<file path="config.mk">
export PLATFORM = sky130hd
export DESIGN_NAME = nibble_packer_flat
export DESIGN_NICKNAME = d
export VERILOG_FILES = /design/src/rtl/nibble_packer_if.sv /design/src/rtl/nibble_packer.sv /design/src/flat_wrapper.sv
export SDC_FILE = /design/constraint.sdc
export NUM_CORES = 1
export LEC_CHECK = 0
export CELL_PAD_IN_SITES_DETAIL_PLACEMENT = 0
export CELL_PAD_IN_SITES_GLOBAL_PLACEMENT = 2
export CORE_MARGIN = 2
export CORE_UTILIZATION = 37
export DETAILED_ROUTE_END_ITERATION = 16
export PLACE_DENSITY_LB_ADDON = 0.1
export SYNTH_ARGS = -nofsm -noshare
export SYNTH_HDL_FRONTEND = slang
export SYNTH_SLANG_ARGS = --single-unit
</file>
<file path="constraint.sdc">
create_clock -name clk -period 2.9 [get_ports clk]
set_clock_uncertainty 0.05 [all_clocks]
set_input_delay 0.58 -clock clk [delete_from_list [all_inputs] [get_ports clk]]
set_output_delay 0.58 -clock clk [all_outputs]
set_load 0.05 [all_outputs]
</file>
<file path="src/rtl/nibble_packer_if.sv">
// ============================================================================
// nibble_packer_if : nibble input stream, flush and packed-word output bus
// Rev 1.0
// ============================================================================
`default_nettype none

interface nibble_packer_if #(
  parameter int NIBBLES = 4,
  parameter int CNT_W   = 16
);
  logic [3:0]           in_data;
  logic                 in_valid;
  logic                 in_ready;
  logic                 flush;
  logic [4*NIBBLES-1:0] out_data;
  logic                 out_valid;
  logic                 out_ready;
  logic [CNT_W-1:0]     word_count;

  modport master (
    output in_data, in_valid, flush, out_ready,
    input  in_ready, out_data, out_valid, word_count
  );

  modport slave (
    input  in_data, in_valid, flush, out_ready,
    output in_ready, out_data, out_valid, word_count
  );
endinterface

`default_nettype wire

</file>
<file path="src/rtl/nibble_packer.sv">
// ============================================================================
// nibble_packer : packs NIBBLES nibbles (LS first) into one word, 1-entry out buffer
// Rev 1.0
// ============================================================================
`default_nettype none

module nibble_packer #(
  parameter int NIBBLES = 4,
  parameter int CNT_W   = 16
) (
  input  wire                    clk,
  input  wire                    resetn,
  nibble_packer_if.slave         bus
);
  localparam int            W    = 4 * NIBBLES;
  localparam int            CW   = $clog2(NIBBLES + 1);
  localparam logic [CW-1:0] FULL = CW'(NIBBLES);

  logic [W-1:0]     acc;
  logic [CW-1:0]    cnt;
  logic [W-1:0]     data_buf;
  logic             buf_valid;
  logic [CNT_W-1:0] words;

  logic             accept;
  logic             free;
  logic             xfer;
  logic             consume;
  logic [CW-1:0]    cnt_acc;

  assign bus.in_ready   = (cnt != FULL);
  assign bus.out_data   = data_buf;
  assign bus.out_valid  = buf_valid;
  assign bus.word_count = words;

  assign accept  = bus.in_valid && bus.in_ready;
  assign free    = !buf_valid || bus.out_ready;
  assign xfer    = (cnt == FULL) && free;
  assign consume = buf_valid && bus.out_ready;
  // Fill level including a nibble taken on this edge, so flush sees it too
  assign cnt_acc = accept ? cnt + 1'b1 : cnt;

  always_ff @(posedge clk or negedge resetn) begin
    if (!resetn) begin
      acc       <= '0;
      cnt       <= '0;
      data_buf  <= '0;
      buf_valid <= 1'b0;
      words     <= '0;
    end else begin
      if (consume) words <= words + 1'b1;

      if (xfer) begin
        data_buf  <= acc;
        buf_valid <= 1'b1;
        acc       <= '0;
        cnt       <= '0;
      end else begin
        if (consume) buf_valid <= 1'b0;
        for (int i = 0; i < NIBBLES; i++) begin
          if (accept && cnt == CW'(i)) acc[4*i +: 4] <= bus.in_data;
        end
        if (bus.flush && cnt_acc != '0) cnt <= FULL;
        else                            cnt <= cnt_acc;
      end
    end
  end
endmodule

`default_nettype wire

</file>
<file path="src/flat_wrapper.sv">
// flat-port wrapper written by rule: the top's interface ports become plain ports
module nibble_packer_flat 
#(
  parameter int NIBBLES = 4,
  parameter int CNT_W   = 16
)
  (clk, resetn, bus_in_data, bus_in_valid, bus_flush, bus_out_ready, bus_in_ready, bus_out_data, bus_out_valid, bus_word_count);
  nibble_packer_if #(.NIBBLES(NIBBLES), .CNT_W(CNT_W)) bus_i ();
  input  wire clk;
  input  wire resetn;
  input wire logic [$bits(bus_i.in_data)-1:0] bus_in_data;
  input wire logic [$bits(bus_i.in_valid)-1:0] bus_in_valid;
  input wire logic [$bits(bus_i.flush)-1:0] bus_flush;
  input wire logic [$bits(bus_i.out_ready)-1:0] bus_out_ready;
  output wire logic [$bits(bus_i.in_ready)-1:0] bus_in_ready;
  output wire logic [$bits(bus_i.out_data)-1:0] bus_out_data;
  output wire logic [$bits(bus_i.out_valid)-1:0] bus_out_valid;
  output wire logic [$bits(bus_i.word_count)-1:0] bus_word_count;
  assign bus_i.in_data = bus_in_data;
  assign bus_i.in_valid = bus_in_valid;
  assign bus_i.flush = bus_flush;
  assign bus_i.out_ready = bus_out_ready;
  assign bus_in_ready = bus_i.in_ready;
  assign bus_out_data = bus_i.out_data;
  assign bus_out_valid = bus_i.out_valid;
  assign bus_word_count = bus_i.word_count;
  nibble_packer #(.NIBBLES(NIBBLES), .CNT_W(CNT_W)) u_core (.clk(clk), .resetn(resetn), .bus(bus_i));
endmodule
</file>
Word-level counts from Yosys, hierarchy flattened. Index checks and enable logic that the tools add are counted.

Reduce and logical (&&, ||, !) cells: 17. Add/subtract/negate cells: 2. Mux-type cells: 10. Eq/ne operators: 5.

Operators with widths (number): $add A16 B1 Y16 const B (1); $mux W16 (1); $mux W4 (4); $reduce_bool A2 Y1 (5); $mux W3 (3); $logic_and A1 B1 Y1 (8); $eq A3 B2 Y1 const B (2); $add A3 B1 Y3 const B (1); $eq A3 B1 Y1 const B (1); $eq A3 B3 Y1 const B (1); $logic_not A3 Y1 (1); $ne A3 B3 Y1 const B (1); $reduce_bool A3 Y1 (1); $mux W1 (2); $logic_not A1 Y1 (1); $logic_or A1 B1 Y1 (1).

Register bits: 52. Input port bits: 9. Logic and storage cells: 42. Output and inout port bits: 34.

Depth between registers and ports, before layout.
Word-level depth: 7. Gate-level depth with buffers: 8. Depth with buffers taken out: 6.

Worst setup path before layout. OpenSTA, ideal clock, no wires.

Path type: reg2reg. Start: register u_core.cnt[0]. End: register u_core.data_buf[10] (netlist: u_core.bus.out_data[10]). Setup time: 0.125 ns. Data required time: 2.725 ns. Cell stages (with the launch flop): 8. Clock period less this slack: 1.954 ns. Setup slack: 0.946 ns. Arrival: 1.779 ns. Buffers on the path: 2. Cell sequence: dfrtp_1 inv_1 ha_1 buf_6 nand2_2 a21oi_4 buf_6 mux2_4.

Cells in the longest elaborated chain, start to end: 2.

Ends and longest elaborated chain: start, declared (line nibble_packer.sv:20) `logic [CW-1:0] cnt;`; start signal, assigned (line nibble_packer.sv:64) `else cnt <= cnt_acc;`; $eq A3 B3 Y1 (line nibble_packer.sv:38) `assign xfer = (cnt == FULL) && free;`; $logic_and A1 B1 Y1 (line nibble_packer.sv:38); end signal, assigned (line nibble_packer.sv:47) `data_buf <= '0;`; end signal, assigned (line nibble_packer.sv:54) `data_buf <= acc;`; end, declared (line nibble_packer.sv:21) `logic [W-1:0] data_buf;`.

No other way between the ends. A chain may end at the register's enable or synchronous reset.

Worst setup path in the final report.
Start: register u_core.cnt[0]. End: output port bus_in_ready.

Cells in the longest elaborated chain, start to end: 1.

Ends and longest elaborated chain: $ne A3 B3 Y1 (line nibble_packer.sv:31) `assign bus.in_ready = (cnt != FULL);`; end, declared (line flat_wrapper.sv:15) `output wire logic [$bits(bus_i.in_ready)-1:0] bus_in_ready;`.

No other way between the ends.

==> flow_metrics.py <==
metrics = {
    "floorplanning": {
        "floorplan.core_area_um2": 5991,
        "fp.dieArea_um2": 6919,
        "floorplan.io_pins": 43,
        "dieHeight_um": 83.18,
        "floorplan.die.width_um": 83.18,
        "rows": 28,
        "floorplan.initialDensity": 0.3872,
    },
    "drt": {
        "route.antenna.remaining_nets": 0,
        "drt-initial-drc-count": 60,
        "routedWlPerCell_um": 14.73,
        "vias_per_cell": 4.968,
        "detail_route.wirelength_um": 4670,
        "drc": 0,
        "detailedRoute.firstPassIterationCount": 5,
        "vias": 1575,
    },
    "synthesis": {
        "synth-simple-area-share": 0.1419,
        "synth-seq-cells": 52,
        "synth_area_per_cell_um2": 11.96,
        "synth-adder-area-share": 0.03236,
        "yosys.area_share.xor_xnor": 0.06041,
        "synth.mux.area_fraction": 0.1030,
        "synth-warning-count": 0,
        "synth_area_in_compound_gates": 0.06688,
        "synth_flop_cell": "sky130_fd_sc_hd__dfrtp_1",
        "seq_area_frac_synth": 0.5609,
        "cell_count_after_synthesis": 194,
        "synth_top_family_by_area": "simple AND/OR/NAND/NOR gates",
        "post_synth_edffs": 0,
        "synthesis.nets": 209,
        "synthesis.area_um2": 2320,
        "netlist-cell-type-count": 34,
        "synth_async_sr_flop_share": 1.000,
    },
    "setup_path": {
        "timing.critical_path.required_ps": 2270,
        "critical_path_buf_inv_count": 2,
        "setup.worst_path.end_class": "output port",
        "critPathTopFamily": "buffers and inverters",
        "critPathMaxStageDelay_ps": 810,
        "critical_path.startpoint_type": "flop",
        "critPathKind": "flop to output port",
        "critical_path.max_fanout": 6,
        "crit_slowest_cell": "sky130_fd_sc_hd__clkdlybuf4s50_1",
        "timing.critical_path.arrival_ps": 2040,
        "crit_path_cell_trace": "inv_1 -> ha_1 -> nand2_2 -> clkdlybuf4s50_1",
    },
    "sta": {
        "rsz_0062_raised_after_global_routing": "false",
        "timing.slew.headroom": 0.5225,
        "max_clock_freq_mhz": 374.2,
        "hold_viol": 0,
        "setup-tns-final_ps": 0,
        "final.setup.worst_slack_ps": 227.3,
        "timing.final.crit_period_ps": 2673,
        "final_worst_path_cycle_share": 0.9216,
        "max_slew.worst_pin.slew_ps": 716.3,
        "setup_viol": 0,
        "final_max_slew_viol_count": 0,
    },
    "status": {
        "outcome": "finished clean",
    },
    "power": {
        "reported_leakage_power_nw": 1.301,
        "vdd_ir_drop_max_v": 0.0006378,
        "overall_power_of_the_completed_layout_w": 0.002532,
        "pwr_density_cell_nw_per_um2": 863.4,
    },
    "finish": {
        "areaGrowthSynthToFinish_pct": 26.43,
        "post_route_cells_drive_above_1_share": 0.1570,
        "antenna_cells": 0,
        "num-nets-final": 256,
    },
    "global_routing": {
        "globalRouteOverflowTotal": 0,
        "grt_pass1_wl_um": 7983,
        "grt_start_max_net_pins": 36,
        "globalRouteTotalUtil": 0.1431,
        "via_count_of_the_first_global_routing_pass": 1604,
        "grt_antenna_before_repair": 0,
    },
    "clock_tree": {
        "post_cts_resize_count": 0,
        "cts_tree": "yes",
        "clockRootBuffer": "sky130_fd_sc_hd__clkbuf_8",
        "numCtsBuffers": 5,
        "postCtsSetupBuffers": 0,
        "insertion_delay_ps": 310,
        "cts_hold_buffers": 0,
        "clock_tree.htree_level_count": 2,
        "clock-sinks": 52,
        "max_buffers_root_to_sink": 2,
        "clk_transition_reported_paths_ps": 100,
    },
    "hold_path": {
        "hold_path.class": "primary input to asynchronous set/reset pin",
    },
    "placed_design": {
        "place_congestion": 0.7395,
        "hpwlAfterDp_um": 3438,
        "preCtsSetupSlack_ps": 570.3,
        "port-buffer-count": 42,
    },
    "job": {
        "max-cap-violations": 0,
    },
}
## cell usage after synthesis, types with 3 or more instances
master,n,area (um2)
sky130_fd_sc_hd__xor2_1,4,35.03
sky130_fd_sc_hd__a21oi_1,16,80.08
sky130_fd_sc_hd__nand3_1,20,100.1
sky130_fd_sc_hd__mux2_2,7,78.83
sky130_fd_sc_hd__nor2_1,4,15.01
sky130_fd_sc_hd__dfrtp_1,52,1301
sky130_fd_sc_hd__mux2_4,10,150.1
sky130_fd_sc_hd__nand4_1,4,25.02
sky130_fd_sc_hd__xnor2_1,12,105.1
sky130_fd_sc_hd__nand2_1,26,97.59
sky130_fd_sc_hd__inv_1,7,26.28
sky130_fd_sc_hd__buf_4,3,22.52
sky130_fd_sc_hd__ha_1,6,75.07
## placed cells by master, fill, tap and decap left out, types with 3 or more instances in the layout
master and n:
sky130_fd_sc_hd__mux2_4 10, sky130_fd_sc_hd__nand2_1 26, sky130_fd_sc_hd__nand4_1 4, sky130_fd_sc_hd__xor2_1 4, sky130_fd_sc_hd__ha_1 6, sky130_fd_sc_hd__nand3_1 20, sky130_fd_sc_hd__dfrtp_1 52, sky130_fd_sc_hd__xnor2_1 12
sky130_fd_sc_hd__clkbuf_8 5, sky130_fd_sc_hd__mux2_2 7, sky130_fd_sc_hd__buf_4 3, sky130_fd_sc_hd__inv_1 7, sky130_fd_sc_hd__a21oi_1 16, sky130_fd_sc_hd__nor2_1 4, sky130_fd_sc_hd__clkdlybuf4s50_1 41
## power by group
group / internal (W) / switching [W]
sequential: 0.000859 / 0.000134
combinational: 0.000392 / 0.000647
clock: 0.000256 / 0.000244
total: 0.00151 / 0.00103
## layer usage
metal,global-route usage,share of wire,wire (um)
met2,0.2317,0.49,2294
met3,0.04175,0.045,209
met1,0.1854,0.45,2114
met5,0,0,0
met4,0.04471,0.011,51
## area by class of cell
| class | instances | area, um2 |
|---|---|---|
| Sequential cell | 52 | 1301 |
| Tap cell | 75 | 93.84 |
| Timing Repair Buffer | 46 | 457.9 |
| Fill cell | 535 | 3058 |
| Clock buffer | 5 | 68.82 |
| Multi-Input combinational cell | 128 | 938.4 |
| Clock inverter | 3 | 42.54 |
| Inverter | 8 | 30.03 |
## per-stage QoR
| stage | utilization | instance area (um2) | std cells | hold slack, ps |
|---|---|---|---|---|
| final | 0.4896 | 2933 | 317 | 262.7 |
| after global routing | 0.4896 | 2933 | 317 | 314.4 |
| after CTS | 0.4896 | 2933 | 317 | 291.5 |
| after detailed placement | 0.4710 | 2821 | 309 | 419.9 |
| after global placement | 0.4710 | 2821 | 309 | 411.3 |
| after floorplan | - | 2320 | 194 | 234.4 |
## worst paths after layout
check,start,end,slack [ps],cells after the start
max in group asynchronous,resetn,u_core.bus.out_data[3]$_DFFE_PN0P_,1890,2
min,resetn,u_core.bus.out_data[5]$_DFFE_PN0P_,260,1
min reg2reg,u_core.bus.word_count[15]$_DFFE_PN0P_,u_core.bus.word_count[15]$_DFFE_PN0P_,430,1
min in group clk,u_core.bus.word_count[15]$_DFFE_PN0P_,u_core.bus.word_count[15]$_DFFE_PN0P_,430,1
max,u_core.cnt[0]$_DFF_PN0_,bus_in_ready,230,4
max reg2reg,u_core.cnt[0]$_DFF_PN0_,u_core.cnt[0]$_DFF_PN0_,880,7
## cells by family after synthesis
group                      Yosys count
buffers and inverters               14
muxes                               18
DFF                                 52
xor gates and xnor gates            16
and+or+nand+nor                     64
AOI/OAI and AO/OA                   24
adders and majority gates            6
## registers in the layout (all words and copies together), names as in the netlist
| signal | count |
|---|---|
| u_core.bus.out_valid | 1 |
| u_core.acc | 16 |
| u_core.cnt | 3 |
| u_core.bus.out_data | 16 |
| u_core.bus.word_count | 16 |
Power figures use the tool's default switching activity.
